==> config.mk <==
export PLATFORM = sky130hd
export DESIGN_NAME = kc_ls1u_core_p
export DESIGN_NICKNAME = d
export VERILOG_FILES = /design/src/rtl/kc_ls1u_pkg.sv /design/src/rtl/alu74181.sv /design/src/rtl/kc_ls1u_retstack.sv /design/src/rtl/kc_ls1u_core_p.sv
export SDC_FILE = /design/constraint.sdc
export NUM_CORES = 1
export LEC_CHECK = 0
export ABC_AREA = 1
export CORE_MARGIN = 3
export CORE_UTILIZATION = 30
export DETAILED_ROUTE_END_ITERATION = 10
export DONT_BUFFER_PORTS = 1
export GPL_TIMING_DRIVEN = 0
export PLACE_DENSITY = 0.49
export SKIP_CTS_REPAIR_TIMING = 1
export SYNTH_ARGS = -nofsm -noshare
export SYNTH_HDL_FRONTEND = slang
export SYNTH_SLANG_ARGS = --single-unit
==> constraint.sdc <==
create_clock -name clk -period 5.2 [get_ports clk]
set_input_delay 0 -clock clk [delete_from_list [all_inputs] [get_ports clk]]
set_output_delay 0 -clock clk [all_outputs]
set_load 0.05 [all_outputs]
==> src/rtl/kc_ls1u_pkg.sv <==
// Shared encodings for the KC-LS1u parametrised core: opcodes, jump selects,
// destination codes and write-back source selection.
package kc_ls1u_pkg;

    localparam logic [4:0] F5_NOP    = 5'h00;
    localparam logic [4:0] F5_JMP    = 5'h01;
    localparam logic [4:0] F5_ALU    = 5'h02;
    localparam logic [4:0] F5_LOAD   = 5'h04;
    localparam logic [4:0] F5_MOVC   = 5'h05;
    localparam logic [4:0] F5_IMM    = 5'h06;
    localparam logic [4:0] F5_MOVD   = 5'h07;
    localparam logic [4:0] F5_SHL_A  = 5'h0d;
    localparam logic [4:0] F5_SLC_AB = 5'h10;
    localparam logic [4:0] F5_SHR_A  = 5'h12;
    localparam logic [4:0] F5_ASR_A  = 5'h14;
    localparam logic [4:0] F5_SHL_B  = 5'h16;
    localparam logic [4:0] F5_SHR_B  = 5'h18;
    localparam logic [4:0] F5_ASR_B  = 5'h1a;
    localparam logic [4:0] F5_SRC_AB = 5'h1c;

    localparam logic [2:0] JS_RET  = 3'd0;
    localparam logic [2:0] JS_APOS = 3'd1;
    localparam logic [2:0] JS_BPOS = 3'd2;
    localparam logic [2:0] JS_NEQ  = 3'd3;
    localparam logic [2:0] JS_NC   = 3'd4;
    localparam logic [2:0] JS_ALW  = 3'd5;

    localparam logic [2:0] DST_C   = 3'd0;
    localparam logic [2:0] DST_A   = 3'd1;
    localparam logic [2:0] DST_B   = 3'd2;
    localparam logic [2:0] DST_A0  = 3'd3;
    localparam logic [2:0] DST_A1  = 3'd4;
    localparam logic [2:0] DST_A2  = 3'd5;
    localparam logic [2:0] DST_D   = 3'd6;
    localparam logic [2:0] DST_MDR = 3'd7;

    typedef enum logic [2:0] {
        WB_NONE,
        WB_ALU,
        WB_LOAD,
        WB_C,
        WB_IMM,
        WB_D,
        WB_SHIFT
    } wb_src_e;

    localparam int IVT_STRIDE = 4;

endpackage

==> src/rtl/alu74181.sv <==
// 4-bit 74181-style ALU slice, active-high data and active-high carry in/out.
// aeqb is the classic A=B output: high when F is all ones.
module alu74181 (
    input  logic [3:0] a_i,
    input  logic [3:0] b_i,
    input  logic [3:0] s_i,
    input  logic       m_i,
    input  logic       cin_i,
    output logic [3:0] f_o,
    output logic       cout_o,
    output logic       aeqb_o
);

    logic [3:0] x, y, lf;
    logic [4:0] sum;

    // Every arithmetic function is expressed as X + Y + Cin; "minus 1" is + 4'hF.
    always_comb begin
        x = a_i;
        y = 4'h0;
        case (s_i)
            4'b0000: begin x = a_i;         y = 4'h0;         end
            4'b0001: begin x = a_i | b_i;   y = 4'h0;         end
            4'b0010: begin x = a_i | ~b_i;  y = 4'h0;         end
            4'b0011: begin x = 4'h0;        y = 4'hF;         end
            4'b0100: begin x = a_i;         y = a_i & ~b_i;   end
            4'b0101: begin x = a_i | b_i;   y = a_i & ~b_i;   end
            4'b0110: begin x = a_i;         y = ~b_i;         end
            4'b0111: begin x = a_i & ~b_i;  y = 4'hF;         end
            4'b1000: begin x = a_i;         y = a_i & b_i;    end
            4'b1001: begin x = a_i;         y = b_i;          end
            4'b1010: begin x = a_i | ~b_i;  y = a_i & b_i;    end
            4'b1011: begin x = a_i & b_i;   y = 4'hF;         end
            4'b1100: begin x = a_i;         y = a_i;          end
            4'b1101: begin x = a_i | b_i;   y = a_i;          end
            4'b1110: begin x = a_i | ~b_i;  y = a_i;          end
            default: begin x = a_i;         y = 4'hF;         end
        endcase
    end

    always_comb begin
        lf = ~a_i;
        case (s_i)
            4'b0000: lf = ~a_i;
            4'b0001: lf = ~(a_i | b_i);
            4'b0010: lf = ~a_i & b_i;
            4'b0011: lf = 4'h0;
            4'b0100: lf = ~(a_i & b_i);
            4'b0101: lf = ~b_i;
            4'b0110: lf = a_i ^ b_i;
            4'b0111: lf = a_i & ~b_i;
            4'b1000: lf = ~a_i | b_i;
            4'b1001: lf = ~(a_i ^ b_i);
            4'b1010: lf = b_i;
            4'b1011: lf = a_i & b_i;
            4'b1100: lf = 4'hF;
            4'b1101: lf = a_i | ~b_i;
            4'b1110: lf = a_i | b_i;
            default: lf = a_i;
        endcase
    end

    assign sum    = 5'(x) + 5'(y) + 5'(cin_i);
    assign f_o    = m_i ? lf : sum[3:0];
    assign cout_o = m_i ? 1'b0 : sum[4];
    assign aeqb_o = (f_o == 4'hF);

endmodule

==> src/rtl/kc_ls1u_retstack.sv <==
// Return-address LIFO. Push when full and pop when empty are ignored;
// the top reads as zero while the stack is empty.
module kc_ls1u_retstack #(
    parameter int  RSD = 4,
    parameter int  W   = 24,
    localparam int DPW = $clog2(RSD + 1)
) (
    input  logic           clk,
    input  logic           rst,
    input  logic           push_i,
    input  logic           pop_i,
    input  logic [W-1:0]   data_i,
    output logic [W-1:0]   top_o,
    output logic [DPW-1:0] depth_o,
    output logic           full_o,
    output logic           empty_o
);

    logic [W-1:0]   mem_q [RSD];
    logic [DPW-1:0] depth_q;

    assign full_o  = (depth_q == DPW'(RSD));
    assign empty_o = (depth_q == '0);
    assign depth_o = depth_q;

    always_ff @(posedge clk or posedge rst) begin
        if (rst) begin
            depth_q <= '0;
            for (int i = 0; i < RSD; i++) mem_q[i] <= '0;
        end else if (push_i && !full_o) begin
            for (int i = 0; i < RSD; i++) begin
                if (i == int'(depth_q)) mem_q[i] <= data_i;
            end
            depth_q <= depth_q + DPW'(1);
        end else if (pop_i && !empty_o) begin
            depth_q <= depth_q - DPW'(1);
        end
    end

    always_comb begin
        top_o = '0;
        for (int i = 0; i < RSD; i++) begin
            if (int'(depth_q) == i + 1) top_o = mem_q[i];
        end
    end

endmodule

==> src/rtl/kc_ls1u_core_p.sv <==
// KC-LS1u parametrised accumulator core with handshaked data bus and stacked
// interrupts. Define KC_LS1U_NESTED_INT_EN to allow interrupts inside an ISR.
module kc_ls1u_core_p
    import kc_ls1u_pkg::*;
#(
    parameter int  DW  = 8,
    parameter int  NAR = 3,
    parameter int  RSD = 4,
    localparam int AW  = NAR * DW,
    localparam int DPW = $clog2(RSD + 1)
) (
    input  logic           clk,
    input  logic           rst,
    input  logic           irq,
    input  logic [5:0]     irq_code,
    input  logic [AW-1:0]  ivt_base,
    input  logic           stall,
    output logic [AW-1:0]  iaddr,
    input  logic [15:0]    instr,
    output logic [AW-1:0]  daddr,
    output logic           dread,
    output logic           dwrite,
    input  logic           dready,
    input  logic [DW-1:0]  ddata_i,
    output logic [DW-1:0]  ddata_o,
    output logic           int_ack,
    output logic [DPW-1:0] rs_depth
);

    localparam int NSL = DW / 4;

    logic [AW-1:0] pc_q, pc_d;
    logic [DW-1:0] c_q, c_d, a_q, a_d, b_q, b_d, d_q, d_d, mdr_q, mdr_d;
    logic [DW-1:0] ar_q [NAR];
    logic [DW-1:0] ar_d [NAR];
    logic          dwrite_q, dwrite_d, int_ack_q, int_ack_d;

    logic [4:0]    f5;
    logic [2:0]    dst;
    logic [DW-1:0] imm, shf, wdata;
    wb_src_e       wb_src;
    logic          wen;

    logic [DW-1:0]  alu_f;
    logic [NSL-1:0] sl_cout, sl_eqv;
    logic           alu_carry, alu_eq;

    logic [AW-1:0]  addr_cat, pc_inc, vec;
    logic           jmp_taken, mask, irq_accept;
    logic           stk_push, stk_pop, stk_full, stk_empty;
    logic [AW-1:0]  stk_top;
    logic [DPW-1:0] stk_depth;

    assign f5  = stall ? F5_NOP : instr[15:11];
    assign dst = instr[10:8];
    assign imm = DW'(instr[7:0]);

    for (genvar g = 0; g < NSL; g++) begin : g_alu
        alu74181 u_alu (
            .a_i    (a_q[4*g +: 4]),
            .b_i    (b_q[4*g +: 4]),
            .s_i    (instr[7:4]),
            .m_i    (instr[3]),
            .cin_i  (instr[2]),
            .f_o    (alu_f[4*g +: 4]),
            .cout_o (sl_cout[g]),
            .aeqb_o (sl_eqv[g])
        );
    end

    assign alu_carry = sl_cout[NSL-1];
    assign alu_eq    = &sl_eqv;

    kc_ls1u_retstack #(.RSD(RSD), .W(AW)) u_stack (
        .clk     (clk),
        .rst     (rst),
        .push_i  (stk_push),
        .pop_i   (stk_pop),
        .data_i  (pc_q),
        .top_o   (stk_top),
        .depth_o (stk_depth),
        .full_o  (stk_full),
        .empty_o (stk_empty)
    );

`ifdef KC_LS1U_NESTED_INT_EN
    assign mask = stk_full;
`else
    assign mask = !stk_empty || stk_full;
`endif

    always_comb begin
        addr_cat = '0;
        for (int i = 0; i < NAR; i++) addr_cat[i*DW +: DW] = ar_q[i];
    end

    assign pc_inc     = pc_q + AW'(1);
    assign vec        = ivt_base + (AW'(irq_code) * AW'(IVT_STRIDE));
    assign dread      = (f5 == F5_LOAD) && !dwrite_q;
    assign irq_accept = irq && !stall && !dwrite_q && !dread && !mask;

    always_comb begin
        wb_src = WB_NONE;
        shf    = a_q;
        case (f5)
            F5_ALU:    wb_src = WB_ALU;
            F5_LOAD:   wb_src = WB_LOAD;
            F5_MOVC:   wb_src = WB_C;
            F5_IMM:    wb_src = WB_IMM;
            F5_MOVD:   wb_src = WB_D;
            F5_SHL_A:  begin wb_src = WB_SHIFT; shf = {a_q[DW-2:0], 1'b0};      end
            F5_SLC_AB: begin wb_src = WB_SHIFT; shf = {a_q[DW-2:0], b_q[DW-1]}; end
            F5_SHR_A:  begin wb_src = WB_SHIFT; shf = {1'b0, a_q[DW-1:1]};      end
            F5_ASR_A:  begin wb_src = WB_SHIFT; shf = {a_q[DW-1], a_q[DW-1:1]}; end
            F5_SHL_B:  begin wb_src = WB_SHIFT; shf = {b_q[DW-2:0], 1'b0};      end
            F5_SHR_B:  begin wb_src = WB_SHIFT; shf = {1'b0, b_q[DW-1:1]};      end
            F5_ASR_B:  begin wb_src = WB_SHIFT; shf = {b_q[DW-1], b_q[DW-1:1]}; end
            F5_SRC_AB: begin wb_src = WB_SHIFT; shf = {a_q[0], b_q[DW-1:1]};    end
            default:   wb_src = WB_NONE;
        endcase
    end

    always_comb begin
        case (wb_src)
            WB_ALU:   wdata = alu_f;
            WB_LOAD:  wdata = ddata_i;
            WB_C:     wdata = c_q;
            WB_IMM:   wdata = imm;
            WB_D:     wdata = d_q;
            WB_SHIFT: wdata = shf;
            default:  wdata = '0;
        endcase
    end

    always_comb begin
        case (instr[10:8])
            JS_APOS: jmp_taken = !a_q[DW-1];
            JS_BPOS: jmp_taken = !b_q[DW-1];
            JS_NEQ:  jmp_taken = !alu_eq;
            JS_NC:   jmp_taken = !alu_carry;
            JS_ALW:  jmp_taken = 1'b1;
            default: jmp_taken = 1'b0;
        endcase
    end

    // Sequencing priority: stall, pending store, pending load, interrupt, execute.
    always_comb begin
        pc_d      = pc_q;
        wen       = 1'b0;
        dwrite_d  = dwrite_q;
        int_ack_d = 1'b0;
        stk_push  = 1'b0;
        stk_pop   = 1'b0;
        if (stall) begin
            pc_d = pc_q;
        end else if (dwrite_q) begin
            if (dready) dwrite_d = 1'b0;
        end else if (dread) begin
            if (dready) begin
                wen  = 1'b1;
                pc_d = pc_inc;
            end
        end else if (irq_accept) begin
            stk_push  = 1'b1;
            pc_d      = vec;
            int_ack_d = 1'b1;
        end else begin
            wen  = (wb_src != WB_NONE);
            pc_d = pc_inc;
            if (f5 == F5_JMP) begin
                if (instr[10:8] == JS_RET) begin
                    if (!stk_empty) begin
                        pc_d    = stk_top;
                        stk_pop = 1'b1;
                    end
                end else if (jmp_taken) begin
                    pc_d = addr_cat;
                end
            end
        end
        if (wen && dst == DST_MDR) dwrite_d = 1'b1;
    end

    always_comb begin
        c_d   = c_q;
        a_d   = a_q;
        b_d   = b_q;
        d_d   = d_q;
        mdr_d = mdr_q;
        ar_d  = ar_q;
        if (wen) begin
            case (dst)
                DST_C:   c_d   = wdata;
                DST_A:   a_d   = wdata;
                DST_B:   b_d   = wdata;
                DST_D:   d_d   = wdata;
                DST_MDR: mdr_d = wdata;
                default: begin
                    for (int i = 0; i < NAR; i++) begin
                        if (i < 3 && int'(dst) == int'(DST_A0) + i) ar_d[i] = wdata;
                    end
                end
            endcase
        end
    end

    always_ff @(posedge clk or posedge rst) begin
        if (rst) begin
            pc_q      <= '0;
            c_q       <= '0;
            a_q       <= '0;
            b_q       <= '0;
            d_q       <= '0;
            mdr_q     <= '0;
            dwrite_q  <= 1'b0;
            int_ack_q <= 1'b0;
            for (int i = 0; i < NAR; i++) ar_q[i] <= '0;
        end else begin
            pc_q      <= pc_d;
            c_q       <= c_d;
            a_q       <= a_d;
            b_q       <= b_d;
            d_q       <= d_d;
            mdr_q     <= mdr_d;
            dwrite_q  <= dwrite_d;
            int_ack_q <= int_ack_d;
            ar_q      <= ar_d;
        end
    end

    assign iaddr    = pc_q;
    assign daddr    = addr_cat;
    assign dwrite   = dwrite_q;
    assign ddata_o  = mdr_q;
    assign int_ack  = int_ack_q;
    assign rs_depth = stk_depth;

endmodule

* Word level (Yosys, flattened, before mapping)
Cells that the tools add are included.
** Cells by class
- Muxes and demuxes :: 47
- Equal/unequal tests :: 56
- Bitwise operators :: 27
- $add $sub $neg :: 8
- Multipliers :: 0
- Shift operators :: 0
- Div/mod/pow operators :: 0
- Order comparisons :: 0
- Reductions and logical operators :: 47
** Operator list (number)
- $mux 24 :: 11
- $pmux 4 s15 :: 2
- $pmux 8 s8 :: 1
- $pmux 4 s6 :: 2
- $pmux 8 s6 :: 1
- $eq 3x3->1 const B :: 14
- $not 4->4 :: 10
- $pmux 4 s5 :: 2
- $eq 4x4->1 const B :: 9
- $eq 5x5->1 const B :: 7
- $add 24x1->24 const B :: 1
- $add 24x8->24 :: 1
- $and 4x4->4 :: 6
- $or 4x4->4 :: 6
- $mux 1 :: 21
- $eq 5x3->1 const B :: 4
- $reduce_and 2->1 :: 10
- $pmux 3 s6 :: 1
- $eq 4x3->1 const B :: 4
- $eq 3x2->1 const B :: 5
- $reduce_and 3->1 :: 4
- $reduce_or 3->1 :: 4
- $logic_not 1->1 :: 10
- $logic_not 3->1 :: 3
- other kinds (29) :: 46
** Storage, ports and cells
- Bits in writable memories :: 0
- Output and inout port bits :: 62
- Latch bits :: 0
- Memories kept :: 0
- Flip-flop bits (word level) :: 189
- ROM bits :: 0
- Logic and storage cells :: 201

* Longest topological paths before layout
- Word-level depth :: 15
- Depth in mapped cells :: 27

* Hierarchy
From an unflattened synthesis, not the netlist that was laid out.
** Second synthesis, totals
- Cells, all modules :: 2131
- Area, all modules :: 13903.3 um^2
** By module, submodules not included
- kc_ls1u_core_p :: area each 6800.3 um^2, cells an instance 1088, instances 1
- kc_ls1u_retstack :: area each 4401.7 um^2, cells an instance 505, instances 1
- alu74181 at g_alu[0].u_alu :: area each 1360.1 um^2, cells an instance 268, instances 1
- alu74181 at g_alu[1].u_alu :: area each 1341.3 um^2, cells an instance 270, instances 1

* Least setup slack after synthesis
No wires, ideal clock.
- Path type :: register to register
- From :: register a_q[4]
- To :: register pc_q[7] (netlist: iaddr[7])
- Arrival time :: 3068 ps
- Clock period less this slack :: 3186 ps
- Stages on the path, launching flop included :: 20
- Data required time :: 5082 ps
- Path slack :: 2014 ps
- Library setup time :: 118 ps
- Path buffers :: 1
- Path through :: dfrtp_1 > inv_1 > ha_1 > o221ai_1 > o22ai_1 > fa_1 > fa_1 > inv_1 > a21oi_1 > o21bai_1 > a21oi_1 > nor3_1 > clkbuf_4 > nand3_1 > nand3_1 > nand3_1 > nand2_1 > nand2_1 > nand2_1 > nand2_1
** Between the ends
- Word-level cells in the longest chain between the ends :: 14
- Elaborated cells between the ends (all ways) :: 28
- Those cells by class :: add/sub (2); eq/ne (1); mux (11); bitwise (11); reduce/logical (3)
** Ends and longest elaborated chain
- start, declared :: line kc_ls1u_core_p.sv:33 : logic [DW-1:0] c_q, c_d, a_q, a_d, b_q, b_d, d_q, d_d, mdr_q, mdr_d;
- start signal, assigned :: line kc_ls1u_core_p.sv:211 : a_q <= '0;
- start signal, assigned :: line kc_ls1u_core_p.sv:221 : a_q <= a_d;
- $and 4x4->4, or another cell as far along
- $pmux 4 s6 or $pmux 4 s5 (tied branches) :: line alu74181.sv:21 : case (s_i)
- $add 4x4->5 :: line alu74181.sv:63 : assign sum = 5'(x) + 5'(y) + 5'(cin_i);
- $add 5x1->5 :: line alu74181.sv:63
- $mux 4 :: line alu74181.sv:64 : assign f_o = m_i ? lf : sum[3:0];
- $eq 4x4->1 :: line alu74181.sv:66 : assign aeqb_o = (f_o == 4'hF);
- $reduce_and 2->1 :: line kc_ls1u_core_p.sv:72 : assign alu_eq = &sl_eqv;
- $logic_not 1->1 :: line kc_ls1u_core_p.sv:139 : JS_NEQ: jmp_taken = !alu_eq;
- $pmux 1 s5 (*) :: line kc_ls1u_core_p.sv:136 : case (instr[10:8])
- $mux 24 (*) :: line kc_ls1u_core_p.sv:176 : end else if (jmp_taken) begin
- $mux 24 (*) :: line kc_ls1u_core_p.sv:171 : if (instr[10:8] == JS_RET) begin
- $mux 24 (*) :: line kc_ls1u_core_p.sv:170 : if (f5 == F5_JMP) begin
- $mux 24 (*) :: line kc_ls1u_core_p.sv:163 : end else if (irq_accept) begin
- $mux 24 (*) :: line kc_ls1u_core_p.sv:158 : end else if (dread) begin
- end signal, assigned :: line kc_ls1u_core_p.sv:219 : pc_q <= pc_d;
- end, declared :: line kc_ls1u_core_p.sv:32 : logic [AW-1:0] pc_q, pc_d;
Every way passes the cells marked *; elsewhere a longest branch is shown, timed or not.
A chain may end at the register's enable or synchronous reset.

* Worst setup path in the final report
- From :: input port instr[5]
- To :: register pc_q[4] (netlist: iaddr[4])
** Between the ends
- Word-level cells in the longest chain between the ends :: 15
- Elaborated cells between the ends (all ways) :: 45
- Those cells by class :: add/sub (4); eq/ne (16); mux (15); reduce/logical (10)
** Ends and longest elaborated chain
- start, declared :: line kc_ls1u_core_p.sv:19 : input logic [15:0] instr,
- $eq 4x4->1, or another cell as far along :: line alu74181.sv:21, alu74181.sv:43
- $reduce_or 3->1 (no line) or $reduce_or 2->1 (tied branches)
- $pmux 4 s6 or $pmux 4 s5 (tied branches) :: line alu74181.sv:21
- $add 4x4->5 or $add 4x4->4 (tied branches) :: line alu74181.sv:63
- $add 5x1->5 or $add 4x1->4 (tied branches) :: line alu74181.sv:63
- $mux 4 :: line alu74181.sv:64
- $eq 4x4->1 :: line alu74181.sv:66
- $reduce_and 2->1 :: line kc_ls1u_core_p.sv:72
- $logic_not 1->1 :: line kc_ls1u_core_p.sv:139
- $pmux 1 s5 (*) :: line kc_ls1u_core_p.sv:136
- $mux 24 (*) :: line kc_ls1u_core_p.sv:176
- $mux 24 (*) :: line kc_ls1u_core_p.sv:171
- $mux 24 (*) :: line kc_ls1u_core_p.sv:170
- $mux 24 (*) :: line kc_ls1u_core_p.sv:163
- $mux 24 (*) :: line kc_ls1u_core_p.sv:158
Marks and branches as above.

==> impl_results.md <==
- Syn avg cell area: 6.99 um^2
- Hold WC Path Type: in2reg
- Final period utilization: 0.854
- 1st-iter DRT viols: 1078
- Post-route DRC: 0
- Post-synth EDFFs: 0
- Violated checks: hold timing
- Post-route cell area: 14000 um^2
- Clock insertion delay at the later pin of the skew report: roughly 450 ps
- Synth cell count leaders: 536 x nand2_1, 215 x inv_1, 189 x dfrtp_1
- N_diodes: 0
- Main flop type after synthesis: dfrtp_1
- CP arrival: 4780 ps
- Routability cong.: about 0.95
- Final antenna-violating net count: 0
- H-tree levels: 4
- Reg clk slew, reported paths: approximately 70 ps
- Core Box Area: 40300 um^2
- #FFs+latches synth: around 190
- IO buf count: 0
- Hpwl dp: approximately 37000 um
- Total wire length: 48300 um
- GR Overflow Total: 0
- Die height: ~210 um
- Final hold violation count: 3
- Clock sinks: between 150 and 200
- Status: complete, but fails checks
- RSZ-0062 raised after global routing: no
- Initial Util: 0.308
- Cells on worst reg2reg path: 19
- VDD IR max: around 270 uV
- Sequential fraction of the synthesis area: 0.381
- Clock skew: ~7.2 ps
- Rows: 73
- Lkg Pwr: slightly below 7 nW
- Share of layout cells above drive strength 1: 0.0523
- Drt wl/cell: 20.4 um
- Async SR Flop Fraction: 1.00
- Worst hold margin: -6.15 ps
- Global-route wire length before repair: 72000 um
- Crit end category: flip-flop
- IO Count: about 120
- Vias per inst: around 5
- Yosys cell types: 48
- CTS tree: built
- Syn Inst Count: between 1500 and 2000
- Die footprint: approximately 44000 um^2
- # setup viols final: 0
- Max Clk Rate: 0.225 GHz
- Yosys top cell by area: dfrtp_1
- Max-Cap Viols: 0
- Nets: 1931
- Vias in the first global route: 11600
- Total CTS buffers: 17
- Register-to-register setup slack: about 850 ps
- Critical path class: in2reg
- Hold path depth: 4
- Drt pass-1 iters: 6
- Deepest clock path buffer count: 2
- Clk root buf: clkbuf_16
- Crit Path Max Fanout: 10
- Count leader, synth: nand2_1
- Worst slack at placement: between 300 and 400 ps
- Final worst setup slack: 758 ps
- Top cell type's share of synthesized area: 0.381
- Area after DPL: between 10000 and 15000 um^2
- Via count: 12100
- Area contributors post-synth: dfrtp_1 38%, nand2_1 16%, inv_1 6.5%, o21ai_0 5.5%, nand3_1 5.4%
- Die Wd: roughly 210 um
- Power Density: around 410 nW/um^2
- Area Growth Syn to Fin: 12.8%
- WP data required: between 5000 and 6000 ps
- Syn nets: around 1900
- Netlist Area Pre-Place: around 12000 um^2
- All-Layer GR Usage: 0.214
- Yosys warns: 0
- Fin. max-slew vios: 0
- Worst slew pin tran: about 1100 ps
- Final Critical Period: roughly 4400 ps
- Rel. slew slack: 0.275
- Pin count of the biggest net entering global routing: approximately 110
- CP startpoint kind: primary input
- Initial antenna violation count: 0
[path summary, 6_finish.rpt]
check | startpoint | to
worst max-delay path | instr[5] | iaddr[4]
worst min-delay path | instr[9] | b_q[5]
worst max register to register | b_q[4] | iaddr[4]
worst min register to register | u_stack.mem_q[10] | u_stack.mem_q[10]
max in group asynchronous | rst | daddr[6]
min in group asynchronous | rst | u_stack.mem_q[73]
[cell type report]
type,instances,area (um^2)
fillers,4376,26300
well taps,525,657
inverters,220,833
multi-input cells,1240,6270
repair buffers,28,303
clock buffers,19,443
clock inverters,13,178
plain buffers,126,584
flip-flops and latches,189,4730
[cells by family (layout without fill, tap and decap cells)]
| logic type | after synthesis | count (layout) | share of synthesized area |
|---|---|---|---|
| AOI/OAI and AO/OA | 277 | 277 | 0.131 |
| DFF | 189 | 189 | 0.381 |
| adders and majority gates | 50 | 50 | 0.0540 |
| and+or+nand+nor | 881 | 881 | 0.298 |
| xor gates and xnor gates | 32 | 32 | 0.0226 |
| buffers and inverters | 346 | 406 | 0.114 |
[where the power goes]
| part | internal (mW) | switching (mW) |
|---|---|---|
| registers | 1.74 | 0.861 |
| clock network | 0.784 | 0.630 |
| logic | 0.556 | 1.19 |
[placed cells by master, fill, tap and decap left out, drive strengths merged]
| master | count |
|---|---|
| xor2 | 29 |
| nor2 | 139 |
| a41oi | 1 |
| o22ai | 15 |
| a221oi | 5 |
| a31oi | 6 |
| o211ai | 4 |
| dfrtp | 189 |
| inv | 225 |
| nor4 | 7 |
| clkinvlp | 1 |
| or2 | 5 |
| and3 | 4 |
| and2 | 1 |
| dlygate4sd3 | 26 |
| nand2 | 539 |
| xnor2 | 3 |
| nor3b | 2 |
| a211oi | 2 |
| nor4b | 2 |
| a2111o | 2 |
| buf | 34 |
| o221ai | 9 |
| o21bai | 2 |
| nand3b | 4 |
| bufinv | 3 |
| o21ai | 146 |
| clkbuf | 110 |
| nand4 | 14 |
| ha | 44 |
| a22oi | 23 |
| o21a | 5 |
| fa | 6 |
| dlygate4sd1 | 3 |
| a2111oi | 1 |
| nand3 | 139 |
| a21oi | 44 |
| o2111ai | 12 |
| clkinv | 4 |
| nor3 | 25 |
[sequential cells by signal (all words and copies together), names as in the netlist]
register and count:
dwrite 1, c_q 8, a_q 8, u_stack.mem_q 96
daddr 24, iaddr 24, ddata_o 8, d_q 8
b_q 8, u_stack.depth_o 3, int_ack 1
[routing by layer]
layer | global-route usage | up-vias | wire (um)
met5 | 0 | - | 0
met4 | 0.0559 | 0 | 1170
met3 | 0.0466 | 65 | 3280
met2 | 0.337 | 439 | 21800
met1 | 0.299 | 5844 | 22100
li1 | - | 5762 | -
[stage by stage]
step | util | std cells | TNS [ps] | power, mW
2_1_floorplan | - | 1775 | 0 | 3.63
3_3_place_gp | 0.324 | 2300 | -429530 | 4.32
3_5_place_dp | 0.326 | 2302 | 0 | 4.34
4_1_cts | 0.341 | 2334 | 0 | 5.77
5_1_grt | 0.348 | 2360 | 0 | 6.13
6_report | 0.348 | 2360 | 0 | 5.76
[worst max-delay path: stages]
cell and delay (ps):
inv_2 70, nor2_2 420, nand2_1 350, nand3_2 290
buf_1 500, o22ai_1 200, fa_1 450, fa_1 380
inv_1 100, a21oi_1 70, o21bai_1 350, a21oi_1 120
nor3_1 510, buf_2 380, nand3_1 110, nand3_1 90
nand3_1 60, nand2_1 60, nand2_1 50, nand2_1 130
nand2_1 70
Note: power is estimated with default switching activity, not from simulation.
